<file path="src/rtl/serial_subtractor_pkg.sv">
// Shared types and helpers for the bit-serial subtractor (optional add mode:
// SERIAL_SUBTRACTOR_ADD_MODE_EN).
package serial_sub_pkg;

  localparam int SS_WIDTH = 4;

  typedef enum logic {
    IDLE  = 1'b0,
    SHIFT = 1'b1
  } state_t;

  // Subtract flags overflow when operand signs differ, add when they match;
  // in both cases the result sign must have left a's sign.
  function automatic logic ovf_rule(input logic a_msb, input logic b_msb,
                                    input logic r_msb, input logic add);
    return (a_msb ^ b_msb ^ add) & (r_msb ^ a_msb);
  endfunction

endpackage

</file>
<file path="src/rtl/serial_subtractor_if.sv">
// Start/done handshake and operand/result bus of the serial subtractor.
// The add port exists only with SERIAL_SUBTRACTOR_ADD_MODE_EN.
interface serial_subtractor_if #(
  parameter int WIDTH = serial_sub_pkg::SS_WIDTH
);
  logic             start;
  logic [WIDTH-1:0] a;
  logic [WIDTH-1:0] b;
  logic             b_in;
`ifdef SERIAL_SUBTRACTOR_ADD_MODE_EN
  logic             add;
`endif
  logic             busy;
  logic             done;
  logic [WIDTH-1:0] diff;
  logic             b_out;
  logic             ovf;

  modport master (
    output start, a, b, b_in,
`ifdef SERIAL_SUBTRACTOR_ADD_MODE_EN
    output add,
`endif
    input  busy, done, diff, b_out, ovf
  );

  modport slave (
    input  start, a, b, b_in,
`ifdef SERIAL_SUBTRACTOR_ADD_MODE_EN
    input  add,
`endif
    output busy, done, diff, b_out, ovf
  );
endinterface

</file>
<file path="src/rtl/serial_subtractor_fs_cell.sv">
// One-bit full subtractor; with SERIAL_SUBTRACTOR_ADD_MODE_EN it doubles as a
// full adder when i_add is set.
module fs_cell (
  input  logic i_a,
  input  logic i_b,
  input  logic i_bor,
`ifdef SERIAL_SUBTRACTOR_ADD_MODE_EN
  input  logic i_add,
`endif
  output logic o_d,
  output logic o_bor
);
  logic w_a;

  // Inverting a turns the borrow equation into the carry equation.
`ifdef SERIAL_SUBTRACTOR_ADD_MODE_EN
  assign w_a = i_a ^ i_add;
`else
  assign w_a = i_a;
`endif

  assign o_d   = i_a ^ i_b ^ i_bor;
  assign o_bor = (~w_a & i_b) | (~(w_a ^ i_b) & i_bor);
endmodule

</file>
<file path="src/rtl/serial_subtractor.sv">
// Bit-serial a - b - b_in, LSB first, one bit per clock behind start/done.
// SERIAL_SUBTRACTOR_ADD_MODE_EN adds an add/subtract select.
module serial_subtractor
  import serial_sub_pkg::*;
#(
  parameter  int WIDTH = SS_WIDTH,
  localparam int CNT_W = $clog2(WIDTH) + 1
) (
  input  logic                clk,
  input  logic                rst_n,
  serial_subtractor_if.slave  bus
);
  localparam logic [CNT_W-1:0] LAST = CNT_W'(WIDTH - 1);

  state_t           r_state;
  logic [WIDTH-1:0] r_a, r_b, r_res, r_diff;
  logic [CNT_W-1:0] r_cnt;
  logic             r_bor, r_a_msb, r_b_msb;
  logic             r_busy, r_done, r_bout, r_ovf;
  logic             w_d, w_bor, w_add;
  logic [WIDTH-1:0] w_res_nxt;

`ifdef SERIAL_SUBTRACTOR_ADD_MODE_EN
  logic r_add;
  assign w_add = r_add;
`else
  assign w_add = 1'b0;
`endif

  fs_cell u_cell (
    .i_a   (r_a[0]),
    .i_b   (r_b[0]),
    .i_bor (r_bor),
`ifdef SERIAL_SUBTRACTOR_ADD_MODE_EN
    .i_add (r_add),
`endif
    .o_d   (w_d),
    .o_bor (w_bor)
  );

  assign w_res_nxt = {w_d, r_res[WIDTH-1:1]};

  always_ff @(posedge clk or negedge rst_n) begin
    if (!rst_n) begin
      r_state <= IDLE;
      r_a     <= '0;
      r_b     <= '0;
      r_res   <= '0;
      r_diff  <= '0;
      r_cnt   <= '0;
      r_bor   <= 1'b0;
      r_a_msb <= 1'b0;
      r_b_msb <= 1'b0;
      r_busy  <= 1'b0;
      r_done  <= 1'b0;
      r_bout  <= 1'b0;
      r_ovf   <= 1'b0;
`ifdef SERIAL_SUBTRACTOR_ADD_MODE_EN
      r_add   <= 1'b0;
`endif
    end else begin
      case (r_state)
        IDLE: begin
          r_done <= 1'b0;
          if (bus.start) begin
            r_a     <= bus.a;
            r_b     <= bus.b;
            r_bor   <= bus.b_in;
            r_a_msb <= bus.a[WIDTH-1];
            r_b_msb <= bus.b[WIDTH-1];
            r_cnt   <= '0;
            r_busy  <= 1'b1;
            r_state <= SHIFT;
`ifdef SERIAL_SUBTRACTOR_ADD_MODE_EN
            r_add   <= bus.add;
`endif
          end
        end
        SHIFT: begin
          r_a   <= r_a >> 1;
          r_b   <= r_b >> 1;
          r_bor <= w_bor;
          r_res <= w_res_nxt;
          r_cnt <= r_cnt + 1'b1;
          // Published outputs only move here, so they hold through the next op.
          if (r_cnt == LAST) begin
            r_diff  <= w_res_nxt;
            r_bout  <= w_bor;
            r_ovf   <= ovf_rule(r_a_msb, r_b_msb, w_d, w_add);
            r_busy  <= 1'b0;
            r_done  <= 1'b1;
            r_state <= IDLE;
          end
        end
        default: r_state <= IDLE;
      endcase
    end
  end

  assign bus.busy  = r_busy;
  assign bus.done  = r_done;
  assign bus.diff  = r_diff;
  assign bus.b_out = r_bout;
  assign bus.ovf   = r_ovf;
endmodule

</file>
<file path="src/flat_wrapper.sv">
// flat-port wrapper written by rule: the top's interface ports become plain ports
module serial_subtractor_flat import serial_sub_pkg::*;
#(
  parameter  int WIDTH = SS_WIDTH,
  localparam int CNT_W = $clog2(WIDTH) + 1
)
  (clk, rst_n, bus_start, bus_a, bus_b, bus_b_in, bus_busy, bus_done, bus_diff, bus_b_out, bus_ovf);
  serial_subtractor_if #(.WIDTH(WIDTH)) bus_i ();
  input  logic clk;
  input  logic rst_n;
  input wire logic [$bits(bus_i.start)-1:0] bus_start;
  input wire logic [$bits(bus_i.a)-1:0] bus_a;
  input wire logic [$bits(bus_i.b)-1:0] bus_b;
  input wire logic [$bits(bus_i.b_in)-1:0] bus_b_in;
  output wire logic [$bits(bus_i.busy)-1:0] bus_busy;
  output wire logic [$bits(bus_i.done)-1:0] bus_done;
  output wire logic [$bits(bus_i.diff)-1:0] bus_diff;
  output wire logic [$bits(bus_i.b_out)-1:0] bus_b_out;
  output wire logic [$bits(bus_i.ovf)-1:0] bus_ovf;
  assign bus_i.start = bus_start;
  assign bus_i.a = bus_a;
  assign bus_i.b = bus_b;
  assign bus_i.b_in = bus_b_in;
  assign bus_busy = bus_i.busy;
  assign bus_done = bus_i.done;
  assign bus_diff = bus_i.diff;
  assign bus_b_out = bus_i.b_out;
  assign bus_ovf = bus_i.ovf;
  serial_subtractor #(.WIDTH(WIDTH)) u_core (.clk(clk), .rst_n(rst_n), .bus(bus_i));
endmodule
</file>
<file path="config.mk">
export PLATFORM = sky130hd
export DESIGN_NAME = serial_subtractor_flat
export DESIGN_NICKNAME = d
export VERILOG_FILES = /design/src/rtl/serial_subtractor_pkg.sv /design/src/rtl/serial_subtractor_if.sv /design/src/rtl/serial_subtractor_fs_cell.sv /design/src/rtl/serial_subtractor.sv /design/src/flat_wrapper.sv
export SDC_FILE = /design/constraint.sdc
export NUM_CORES = 1
export LEC_CHECK = 0
export CAP_MARGIN = 20
export CORE_UTILIZATION = 45
export CTS_CLUSTER_DIAMETER = 30
export DETAILED_ROUTE_END_ITERATION = 16
export PLACE_DENSITY = 0.7
export SLEW_MARGIN = 10
export SYNTH_ARGS = -nofsm -noshare
export SYNTH_HDL_FRONTEND = slang
export SYNTH_SLANG_ARGS = --single-unit
</file>
<file path="constraint.sdc">
create_clock -name clk -period 3.3 [get_ports clk]
set_input_delay 0.99 -clock clk [delete_from_list [all_inputs] [get_ports clk]]
set_output_delay 0.99 -clock clk [all_outputs]
set_load 0.01 [all_outputs]
</file>
---- Word-level counts from Yosys, hierarchy flattened ----
Index checks and enable logic that the tools add are counted.
word-level totals
  bits of input ports ..................... 12
  word-level logic and storage cells ...... 47
  register bits ........................... 27
  output and inout bits ................... 8
operators by class
  bitwise operators ....................... 11
  reduce and logical (&&, ||, !) cells .... 3
  add/subtract/negate cells ............... 1
  eq/ne operators ......................... 3
  multiplexer cells ....................... 16
operators by type and width
  kind                 number
  $pmux 4 s2           2
  $mux 4               2
  $pmux 1 s2           4
  $mux 1               6
  $pmux 3 s2           1
  $reduce_and 2->1     3
  $ne 2x2->1 const B   2
  $xor 1x1->1          4
  $add 3x1->3 const B  1
  $and 1x1->1          3
  $eq 3x2->1 const B   1
  $mux 3               1
  $not 1->1            3
  $or 1x1->1           1

---- Logic depth before layout (Yosys ltp) ----
  word-level depth ........................ 5
  mapped depth ............................ 4
  depth with buffers taken out ............ 4

---- By module ----
From an unflattened synthesis, not the netlist that was laid out.
unflattened totals
  cells, all modules ...................... 90
  area, all modules ....................... 1134.8 µm²
modules (own cells, without submodules)
  module             cells an instance  area an instance (µm²)  times used
  serial_subtractor  86                 1103.6                  1
  fs_cell            4                  31.3                    1

---- Least setup slack after synthesis ----
Ideal clock, no wire load.
  path kind ............................... input-to-reg
  from .................................... input port bus_start
  to ...................................... register u_core.r_a_msb
  data arrival time ....................... 1.486 ns
  stages on the path ...................... 2
  required time ........................... 3.175 ns
  library setup time ...................... 0.125 ns
  path slack .............................. 1.689 ns
  path through ............................ nor2b_1 -> mux2_2
between the ends
  cells in the longest elaborated chain, start to end .. 1
RTL lines
  what                        line                     source
  start: declaration          flat_wrapper.sv:11       input wire logic [$bits(bus_i.start)-1:0] bus_start;
  $reduce_and 2->1 (no line)  --
  end signal: assignment      serial_subtractor.sv:69  r_a_msb <= bus.a[WIDTH-1];
  end: declaration            serial_subtractor.sv:18  logic r_bor, r_a_msb, r_b_msb;
No other way between the ends.
A chain may end at the register's enable or synchronous reset.

---- Final worst setup path ----
  from .................................... register u_core.r_busy, in the netlist u_core.bus.busy
  to ...................................... output port bus_busy
RTL lines
  what                      line                     source
  start: declaration        serial_subtractor.sv:19  logic r_busy, r_done, r_bout, r_ovf;
  start signal: assignment  serial_subtractor.sv:54  r_busy <= 1'b0;
  start signal: assignment  serial_subtractor.sv:72  r_busy <= 1'b1;
  start signal: assignment  serial_subtractor.sv:90  r_busy <= 1'b0;
  end: declaration          flat_wrapper.sv:15       output wire logic [$bits(bus_i.busy)-1:0] bus_busy;
No word-level cell between the ends.

==> flow_summary_export.csv <==
group,metric,value,unit
clock_network,holdBufCountCts,0,
power_and_ir_drop,power_density,908,nW/µm²
sta,hold_violations,0,
worst_setup_path,crit_path_top_delay_cell,"clkdlybuf4s50_1",
routing,routed_via_density,5.01,
worst_setup_path,crit_chain,"clkdlybuf4s50_1",
power_and_ir_drop,p_leak,0.653,nW
grt,grt_pass1_wl,3.23,mm
clock_network,clk_path_buf_depth,2,
grt,gr-total-overflow,0,
synth,ys_seq_area_share,56.5,%
routing,ant_nets,0,
synth,synth.area.top_cells,"dfrtp_1, mux2i_1, mux2_2",
layout,nets,126,
routing,dr.pass1.iters,3,
sta,post-route-period-util,68.0,%
die,fp.dieArea,2770,µm²
layout,layout-drive-gt1-share,15.7,%
worst_setup_path,crit_buf_inv,1,
clock_network,post_cts_buffers,0,
synth,ys_types,21,
sta,final.setup_skew,0.00164,ns
synth,synth-edff-count,0,
layout,antennaDiodeCount,0,
worst_setup_path,cp.required,2.31,ns
synth,syn_area_per_cell,13.1,µm²
clock_network,cts_made_buffers,3,
outcome,status,"finished clean",
clock_network,cts_resized,0,
routing,num_vias,681,
grt,track_usage,16.5,%
routing,wl_met2,893,µm
layout,syn2layout_area_growth,20.6,%
run,maxCapViolations,0,
routing,wl_per_cell,13.9,µm
routing,totalWireLength,1.89,mm
worst_setup_path,path_class,"register to output port",
worst_setup_path,cp.depth,1,
sta,slew_viol_final,0,
clock_network,cts.htree.levels,1,
worst_setup_path,path_delay_family,"buffers and inverters",
power_and_ir_drop,ir_drop,508,µV
grt,grt_start_max_net_pins,30,
place,gp_congestion,0.611,
routing,route.top_layer_used,"met4",
sta,tightest_slew,0.891,ns
routing,met3_wirelength,46,µm
worst_setup_path,reg2reg_depth,3,
sta,max_freq,445,MHz
routing,first_iter_violations,7,
synth,async_reset_ff_share,100,%
synth,netlist_instances,88,
die,num_rows,17,
place,place_area,1370,µm²
sta,max_slew_margin,40.6,%
worst_setup_path,worstPathArrival,1.25,ns
sta,rsz0062_at_grt,"false",
min_path,whs_path_depth,2,
synth,netlist_area,1150,µm²
worst_setup_path,critPathLaunchType,"register",
worst_setup_path,critPathCaptureType,"output port",
synth,synth_commonest_cells,"dfrtp_1, mux2i_1",
worst_setup_path,cpPeakStageDelay,0.55,ns
clock_network,clockRootBuffer,"clkbuf_4",
synth,ys.flop_type,"dfrtp_1",
synth,ys_warn_count,0,
worst_setup_path,path_max_fanout,3,
die,core_area,2320,µm²
clock_network,cts.reportedPaths.clkPinSlew,0.13,ns
synth,synth_top_cell_by_area,"dfrtp_1",
grt,grt_pass1_vias,726,
clock_network,cts_sinks,26,
die,boundaryPins,20,
layout,design_area,1390,µm²
die,initial_utilization,49.7,%
sta,fin_tns_setup,0,ns
die,die_y,52.6,µm
grt,antenna_found_initial,0,
synth,yosysMostFrequentCell,"dfrtp_1",
layout,utilization,60.0,%
routing,wl_met1,933,µm
routing,drt_drc_violations_left,0,
synth,synth_nets,104,
place,port_buffers,19,
synth,synth-seq-cells,26,
sta,setup_viol,0,
min_path,hold_path.class,"register to register",
die,die_x,52.6,µm
sta,period_needed,2.24,ns
synth,synth_top_area_share,56.5,%
clock_network,clkLatencyLatePin,0.31,ns
clock_network,cts_tree,"done",
place,dpl.hpwl,1.32,mm
-- cell families (layout without fill, tap and decap cells) --
| family | Yosys count | after routing | share of synthesized area (%) |
|---|---|---|---|
| AOI/OAI and AO/OA | 13 | 13 | 7.60 |
| adders and majority gates | 4 | 4 | 4.99 |
| buffers and inverters | 10 | 30 | 4.13 |
| DFF | 26 | 26 | 56.5 |
| muxes | 21 | 21 | 20.6 |
| and+or+nand+nor | 14 | 14 | 6.19 |
-- power by group --
| group | switching (mW) | internal, mW | total [mW] |
|---|---|---|---|
| clock network | 0.0894 | 0.0427 | 0.132 |
| logic | 0.207 | 0.330 | 0.537 |
| registers | 0.128 | 0.465 | 0.594 |
| total | 0.425 | 0.838 | 1.26 |
-- sequential cells by signal (all words and copies together) (netlist names), 3 cells and up --
register         flops
u_core.r_res         3
u_core.bus.diff      4
u_core.r_b           4
u_core.r_a           4
u_core.r_cnt         3
-- worst paths after layout --
kind | startpoint | end | slack [ns]
max in group asynchronous | rst_n | u_core.r_b[3] | 2.03
worst max register to register | u_core.r_a[0] | u_core.bus.ovf | 1.66
worst max-delay path | u_core.bus.busy | bus_busy | 1.06
worst min register to register | u_core.r_a[3] | u_core.r_a[2] | 0.50
worst min-delay path | u_core.r_a[3] | u_core.r_a[2] | 0.50
min in group asynchronous | rst_n | u_core.r_cnt[0] | 1.02
-- metal layers --
layer	up-vias	track usage, %
li1	342	-
met1	327	20.8
met2	10	27.4
met3	2	2.61
met4	0	7.89
met5	-	0
-- placed cells by master, fill, tap and decap left out --
| cell | count |
|---|---|
| a22o_1 | 2 |
| clkbuf_4 | 3 |
| dfrtp_1 | 26 |
| ha_1 | 3 |
| inv_1 | 6 |
| fa_1 | 1 |
| mux2_2 | 6 |
| a21oi_1 | 2 |
| mux2i_1 | 11 |
| or3b_1 | 1 |
| a41oi_2 | 1 |
| o21ai_0 | 6 |
| buf_4 | 2 |
| nor2_1 | 4 |
| mux2_4 | 4 |
| nand2_4 | 1 |
| nand2_1 | 6 |
| o22ai_1 | 1 |
| nand3b_1 | 1 |
| o21a_1 | 1 |
| clkdlybuf4s50_1 | 19 |
| nor2b_1 | 1 |
-- stage by stage --
stage               cells  hold WS [ns]  total power [mW]  worst slack, ns
floorplan              88         0.449             0.949             1.69
global placement      133         0.460              1.11            0.962
detailed placement    133         0.470              1.14            0.928
CTS                   136         0.504              1.28             1.05
global route          136         0.531              1.36            0.997
finish                136         0.497              1.26             1.06
-- cell type report --
class | count | area (µm²)
Fill cell | 198 | 928
Sequential cell | 26 | 651
Multi-Input combinational cell | 52 | 454
Timing Repair Buffer | 21 | 205
Tap cell | 28 | 35.0
Clock buffer | 3 | 22.5
Inverter | 6 | 22.5
(Power assumes the default switching activity.)
